===== config.mk =====
export PLATFORM = sky130hd
export DESIGN_NAME = mem_arbiter
export DESIGN_NICKNAME = d
export VERILOG_FILES = /design/src/rtl/mem_arbiter.sv
export SDC_FILE = /design/constraint.sdc
export NUM_CORES = 1
export LEC_CHECK = 0
export ABC_CLOCK_PERIOD_IN_PS = 2000
export CAP_MARGIN = 25
export CORE_UTILIZATION = 28
export CTS_CLUSTER_SIZE = 25
export DETAILED_ROUTE_END_ITERATION = 16
export MAX_ROUTING_LAYER = met4
export PLACE_DENSITY = 0.72
export SLEW_MARGIN = 0
export SYNTH_ARGS = -nofsm -noshare
export SYNTH_HDL_FRONTEND = slang
export SYNTH_SLANG_ARGS = --single-unit

===== constraint.sdc =====
create_clock -name CLK -period 2 [get_ports CLK]
set_input_delay 0.2 -clock CLK [delete_from_list [all_inputs] [get_ports CLK]]
set_output_delay 0.2 -clock CLK [all_outputs]
set_load 0.02 [all_outputs]

===== src/rtl/mem_arbiter.sv =====
// mem_arbiter: grants a single variable-latency RAM port to either the
// instruction-fetch requester or the data requester, one transaction at a
// time. Data has priority; a streak counter forces an instruction grant after
// MAX_DSTREAK consecutive data completions while a fetch is waiting.
module mem_arbiter #(
   parameter int MAX_DSTREAK = 4,
   parameter int CW          = $clog2(MAX_DSTREAK + 1)
) (
   input  logic        CLK,
   input  logic        nRST,
   // instruction side
   input  logic        iREN,
   input  logic [31:0] iaddr,
   output logic        iwait,
   output logic [31:0] iload,
   // data side
   input  logic        dREN,
   input  logic        dWEN,
   input  logic [31:0] daddr,
   input  logic [31:0] dstore,
   output logic        dwait,
   output logic [31:0] dload,
   // RAM side
   output logic        ramREN,
   output logic        ramWEN,
   output logic [31:0] ramaddr,
   output logic [31:0] ramstore,
   input  logic [31:0] ramload,
   input  logic [1:0]  ramstate,
   output logic        err
);

   localparam logic [1:0]    RAM_FREE   = 2'd0;
   localparam logic [1:0]    RAM_BUSY   = 2'd1;
   localparam logic [1:0]    RAM_ACCESS = 2'd2;
   localparam logic [1:0]    RAM_ERROR  = 2'd3;
   localparam logic [CW-1:0] DMAX       = CW'(MAX_DSTREAK);

   typedef enum logic [1:0] {IDLE = 2'd0, IGNT = 2'd1, DGNT = 2'd2} state_t;

   state_t        state, next_state;
   logic [CW-1:0] dstreak, next_dstreak;
   logic [31:0]   lat_addr, lat_store;
   logic          lat_wr;
   logic          done, fail;

   // increment that sticks at the streak limit
   function automatic logic [CW-1:0] sat_inc(input logic [CW-1:0] v);
      return (v >= DMAX) ? DMAX : v + 1'b1;
   endfunction

   assign done = (ramstate == RAM_ACCESS);
   assign fail = (ramstate == RAM_ERROR);

   // next-state and streak-counter update
   always_comb begin
      next_state   = state;
      next_dstreak = dstreak;
      unique case (state)
         IDLE: begin
            if ((dREN || dWEN) && !(iREN && dstreak == DMAX))
               next_state = DGNT;
            else if (iREN)
               next_state = IGNT;
         end
         IGNT: begin
            if (done) begin
               next_state   = IDLE;
               next_dstreak = '0;
            end else if (fail) begin
               next_state = IDLE;
            end
         end
         DGNT: begin
            if (done) begin
               next_state   = IDLE;
               next_dstreak = iREN ? sat_inc(dstreak) : '0;
            end else if (fail) begin
               next_state = IDLE;
            end
         end
         default: next_state = IDLE;
      endcase
   end

   // state, streak, sticky error and the owner's latched request
   always_ff @(posedge CLK) begin
      if (!nRST) begin
         state     <= IDLE;
         dstreak   <= '0;
         err       <= 1'b0;
         lat_addr  <= '0;
         lat_store <= '0;
         lat_wr    <= 1'b0;
      end else begin
         state   <= next_state;
         dstreak <= next_dstreak;
         if (state != IDLE && fail)
            err <= 1'b1;
         if (state == IDLE && next_state == DGNT) begin
            lat_addr  <= daddr;
            lat_store <= dstore;
            lat_wr    <= dWEN;
         end else if (state == IDLE && next_state == IGNT) begin
            lat_addr  <= iaddr;
            lat_store <= dstore;
            lat_wr    <= 1'b0;
         end
      end
   end

   // RAM drive and per-requester completion signals
   always_comb begin
      ramREN   = (state == IGNT) || (state == DGNT && !lat_wr);
      ramWEN   = (state == DGNT) && lat_wr;
      ramaddr  = lat_addr;
      ramstore = lat_store;
      iwait    = !(state == IGNT && done);
      dwait    = !(state == DGNT && done);
      iload    = (state == IGNT && done) ? ramload : '0;
      dload    = (state == DGNT && done && !lat_wr) ? ramload : '0;
   end

endmodule


# [Word level (Yosys, flattened, before mapping)]
# Cells that the tools add are included.
[totals] regBits=71 inputBits=135 out_inout_bits=133 word_cells=57
[classes] addsub=1 n_lt_le_gt_ge=1 n_eq_ne=9 n_mux=18 n_reduce_logical=22
[ops] operator="two-way mux 32 bit" n=6
[ops] operator="two-way mux 3 bit" n=4
[ops] operator="logical AND 1 bit" n=10
[ops] operator="equality test 2 bit (second input constant)" n=4
[ops] operator="two-way mux 2 bit" n=4
[ops] operator="one-hot mux 3 bit (2 select lines)" n=1
[ops] operator="nonzero test 2 bit" n=3
[ops] operator="equality test 2 x 1 -> 1 bit (second input constant)" n=2
[ops] operator="logical NOT 1 bit" n=4
[ops] operator="inequality test 2 bit (second input constant)" n=2
[ops] operator="one-hot mux 2 bit (2 select lines)" n=1
[ops] operator="adder 3 x 1 -> 3 bit (second input constant)" n=1
[ops] operator="equality test 3 bit (second input constant)" n=1
[ops] operator=">= comparator 3 bit (second input constant)" n=1
[ops] operator="AND reduction 3 bit" n=1
[ops] operator="logical NOT 2 bit" n=1
[ops] operator="logical OR 1 bit" n=2
[ops] operator="two-way mux 1 bit" n=2
[ops] operator="OR reduction 2 bit" n=1

# [Logic depth before layout (Yosys ltp)]
[depth] word_depth=10 mapped_depth=10 depth_no_buf=7

# [Least setup slack after synthesis]
# OpenSTA, ideal clock, no wires.
[synth_path] kind="flip-flop to flip-flop" start="reg state[0]" end="reg lat_store[10] (netlist: ramstore[10])" setup_time_ns=0.072 arrival_ns=1.999 required_ns=1.928 slack_ns=-0.071 path_stages_with_launch=11 n_path_buf=3 period_less_slack_ns=2.071 cell_sequence="dfxtp_1 > inv_1 > ha_1 > nor2b_1 > o21a_1 > a211o_1 > buf_2 > a21oi_4 > buf_6 > buf_6 > mux2i_1"
[synth_via] elab_chain_len=6 elab_cells_between_ends=15 cone_classes="4 x eq/ne; 6 x mux; 5 x reduce/logical"
[synth_lines] item="start: declaration" line="41" rtl="state_t state, next_state;"
[synth_lines] item="start signal: assignment" line="96" rtl="state <= next_state;"
[synth_lines] item="equality test 2 x 1 -> 1 bit, or another cell as far along" line="59" rtl="unique case (state)"
[synth_lines] item="OR reduction 2 bit (no line), or another cell as far along"
[synth_lines] item="one-hot mux 2 bit (2 select lines)" line="59"
[synth_lines] item="equality test 2 bit / equality test 2 x 1 -> 1 bit (equally long branches)" line="100, 104"
[synth_lines] item="logical AND 1 bit (on tied branches)" line="100, 104"
[synth_lines] item="two-way mux 32 bit / nonzero test 2 bit (equally long branches)"
[synth_lines] item="end signal: assignment" line="102" rtl="lat_store <= dstore;"
[synth_lines] item="end signal: assignment" line="106" rtl="lat_store <= dstore;"
[synth_lines] item="end: declaration" line="43" rtl="logic [31:0] lat_addr, lat_store;"
# Several ways; a longest one is shown, not always the timed one.
# A chain may end at the register's enable or synchronous reset.

# [Worst setup path in the final report]
[layout_path] start="reg state[1]" end="reg lat_addr[28] (netlist: ramaddr[28])"
[layout_via] elab_chain_len=6 elab_cells_between_ends=15 cone_classes="4 x eq/ne; 6 x mux; 5 x reduce/logical"
[layout_lines] item="equality test 2 x 1 -> 1 bit, or another cell as far along" line="59"
[layout_lines] item="OR reduction 2 bit (no line), or another cell as far along"
[layout_lines] item="one-hot mux 2 bit (2 select lines)" line="59"
[layout_lines] item="equality test 2 bit / equality test 2 x 1 -> 1 bit (equally long branches)" line="100, 104"
[layout_lines] item="logical AND 1 bit (on tied branches)" line="100, 104"
[layout_lines] item="two-way mux 32 bit / nonzero test 2 bit (equally long branches)"
[layout_lines] item="end signal: assignment" line="101" rtl="lat_addr <= daddr;"
[layout_lines] item="end signal: assignment" line="105" rtl="lat_addr <= iaddr;"
[layout_lines] item="end: declaration" line="43"
# Several ways; a longest one is shown, not always the timed one.

==> flow_summary.json <==
{
  "rrSetupSlack_ps": -110,
  "end_kind": "flip-flop",
  "top_layer": "met4",
  "skew_ps": 6.235,
  "cts_buffers": 9,
  "diodes": 0,
  "timing.final.ws_setup_ps": -114.3,
  "io_buffers": 267,
  "yosys-top-cells-area": "dfxtp_1, o221a_2, mux2i_1, o31a_1, nand2_1",
  "avgViaCountPerCell": 4.780,
  "fillerInstances": 1106,
  "netlist_top_cells_count": "dfxtp_1, nand2_1, and2_1, and3_1",
  "power.density_nw_per_um2": 700.3,
  "yosysWarningCount": 0,
  "slew_violations": 0,
  "synth_cell_types": 37,
  "postLayoutCellArea_um2": 7118,
  "p_leak_nw": 3.230,
  "syn_inst": 388,
  "grt_pass1_wl_um": 21300,
  "maxCapViolations": 0,
  "period_needed_ps": 2114,
  "instances_no_fill": 837,
  "cp.required_ps": 2210,
  "syn_nets": 529,
  "cts_tree": "done",
  "overflow": 0,
  "r2r-start": "state[1]",
  "async_reset_ff_frac": 0,
  "placed_area_um2": 6504,
  "final_hold_viol_count": 0,
  "synthesis.area_um2": 3590,
  "outcome": "finished with violations",
  "remaining_drc_errors": 0,
  "area_growth_syn_to_layout_pct": 98.29,
  "crit_start": "state[1]",
  "ys_ff_latch": 71,
  "synth_edf_count": 0,
  "cp.arrival_ps": 2320,
  "vias": 4001,
  "ys_seq_area_frac": 0.3960,
  "tightest_slew_ps": 575.0,
  "die_w_um": 115.2,
  "dp_hpwl_um": 9893,
  "clock_sinks": 71,
  "core_um2": 12260,
  "final_net_count": 805,
  "track_usage": 0.2143,
  "rows": 40,
  "initial_core_util": 0.2928,
  "total_power_mw": 4.985,
  "violations": "negative setup slack",
  "synth_top_area_frac": 0.3960,
  "r2r-end": "ramaddr[28]",
  "critPathMaxFanout": 8,
  "antenna_found_initial": 0,
  "place_congestion": 0.9314,
  "slew_headroom": 0.6126,
  "grt_pass1_vias": 4114,
  "cts.path.max_buffers": 2,
  "pre_cts_ws_ps": -278.7,
  "rsz0062_at_grt": "yes",
  "endpoint": "ramaddr[28]",
  "path_clk_slew_ps": 60,
  "routed_wl_um": 14600,
  "ant_nets": 0,
  "postCtsHoldBufs": 0,
  "synth_top_area_cell": "dfxtp_1",
  "grt_max_degree": 69,
  "setup_violations": 64,
  "synthFlopType": "dfxtp_1",
  "ir_worst_vdd_mv": 0.4214,
  "startpoint_type": "flip-flop",
  "htree_levels": 3,
  "hp-class": "primary input to flip-flop",
  "ios": 268,
  "die_area_um2": 13280,
  "reg2reg_depth": 9,
  "drt_iter0_drc": 214,
  "fmaxAchievable_mhz": 473.0,
  "first_pass_iters": 4,
  "cts_root_buf": "clkbuf_16",
  "synth_most_common_cell": "dfxtp_1",
  "worst-setup-path-type": "flip-flop to flip-flop",
  "route.met3.wl_um": 685,
  "dp_cells": 806,
  "wl_met1_um": 6365,
  "wl_met2_um": 7282,
  "fin_crit_sh": 1.057,
  "avgSynthCellArea_um2": 9.252,
  "worst_skew_pair.late_latency_ps": 320,
  "die_height_um": 115.2,
  "wl_per_cell_um": 17.44,
  "drive_gt1_frac": 0.1883
}
## power by group
part	internal [mW]	total (mW)	switching, mW
Sequential	1.58	1.68	0.0978
Combinational	1.03	1.82	0.782
Clock	0.904	1.49	0.583
## how the worst min path moves through the flow
stage                  from           end  slack (ps)  cells after the start
2_1_floorplan     dstore[0]   ramstore[0]         340                      2
3_3_place_gp   ramstore[15]  ramstore[15]         440                      2
3_5_place_dp   ramstore[17]  ramstore[17]         450                      2
4_1_cts                nRST  ramstore[22]         390                      4
5_1_grt                nRST   ramstore[6]         410                      4
6_report               nRST   ramstore[5]         400                      4
## stage by stage
step                hold WS [ps]  setup TNS (ps)  utilization
global placement           442.3          -16460       0.5304
floorplan                  342.2               0            -
global route               414.1           -9972       0.5805
CTS                        386.0           -1442       0.5796
finish                     400.6           -4290       0.5805
detailed placement         450.9          -22430       0.5304
## state kept, by name, summed over array words and instances, names as in the netlist
signal	count
state	2
ramaddr	32
err	1
dstreak	3
ramstore	32
lat_wr	1
## cells in the final DEF (no fill, tap or decap), types with 4 or more instances in the layout
cell type          n
o31a_1            32
buf_12             8
ha_1               5
dlygate4sd2_1     36
inv_1              6
clkbuf_16         15
dfxtp_2            4
and2_1            33
buf_2             33
a21oi_1            4
o221a_2           11
nor2_1             5
nand2_1           69
buf_16             4
clkdlybuf4s50_1  198
buf_4             13
dfxtp_1           67
and3_1            33
mux2i_1           32
o221a_4           19
buf_6              4
## cell type report
class / instances / area (um2) / share of cell area
repair buffers: 304 / 3055 / 0.4292
multi-input cells: 270 / 2118 / 0.2976
flip-flops and latches: 71 / 1426 / 0.2004
clock buffers: 13 / 260.3 / 0.03656
well taps: 168 / 210.2 / 0.02953
inverters: 8 / 30.03 / 0.004219
clock inverters: 3 / 17.52 / 0.002461
## logic make-up (layout without fill, tap and decap cells)
logic type	after synthesis	in the layout	synth area share
and+or+nand+nor	151	151	0.2137
AOI/OAI and AO/OA	81	81	0.2123
DFF	71	71	0.3960
buffers and inverters	47	328	0.06797
muxes	32	32	0.08923
adders and majority gates	6	6	0.02091
## repair_timing
item,in CTS,in global routing
gates cloned,5,6
setup endpoints to repair,132,89
setup buffers,5,0
resized for setup,178,30
pin swaps,3,4
## layer usage
metal | vias to the layer above | global-route usage
met5 | - | -
met4 | 0 | 0.06667
met2 | 144 | 0.3659
met1 | 1877 | 0.2494
met3 | 23 | 0.04797
li1 | 1957 | -
## worst max-delay path: stages, from the launching register on
cell       delay (ps)
dfxtp_2           330
inv_2              50
ha_4              230
nor2b_4           120
o21a_1            200
a211o_1           340
buf_6             180
clkbuf_16         170
o31a_1            250
o221a_4           110
Power figures use the tool's default switching activity.
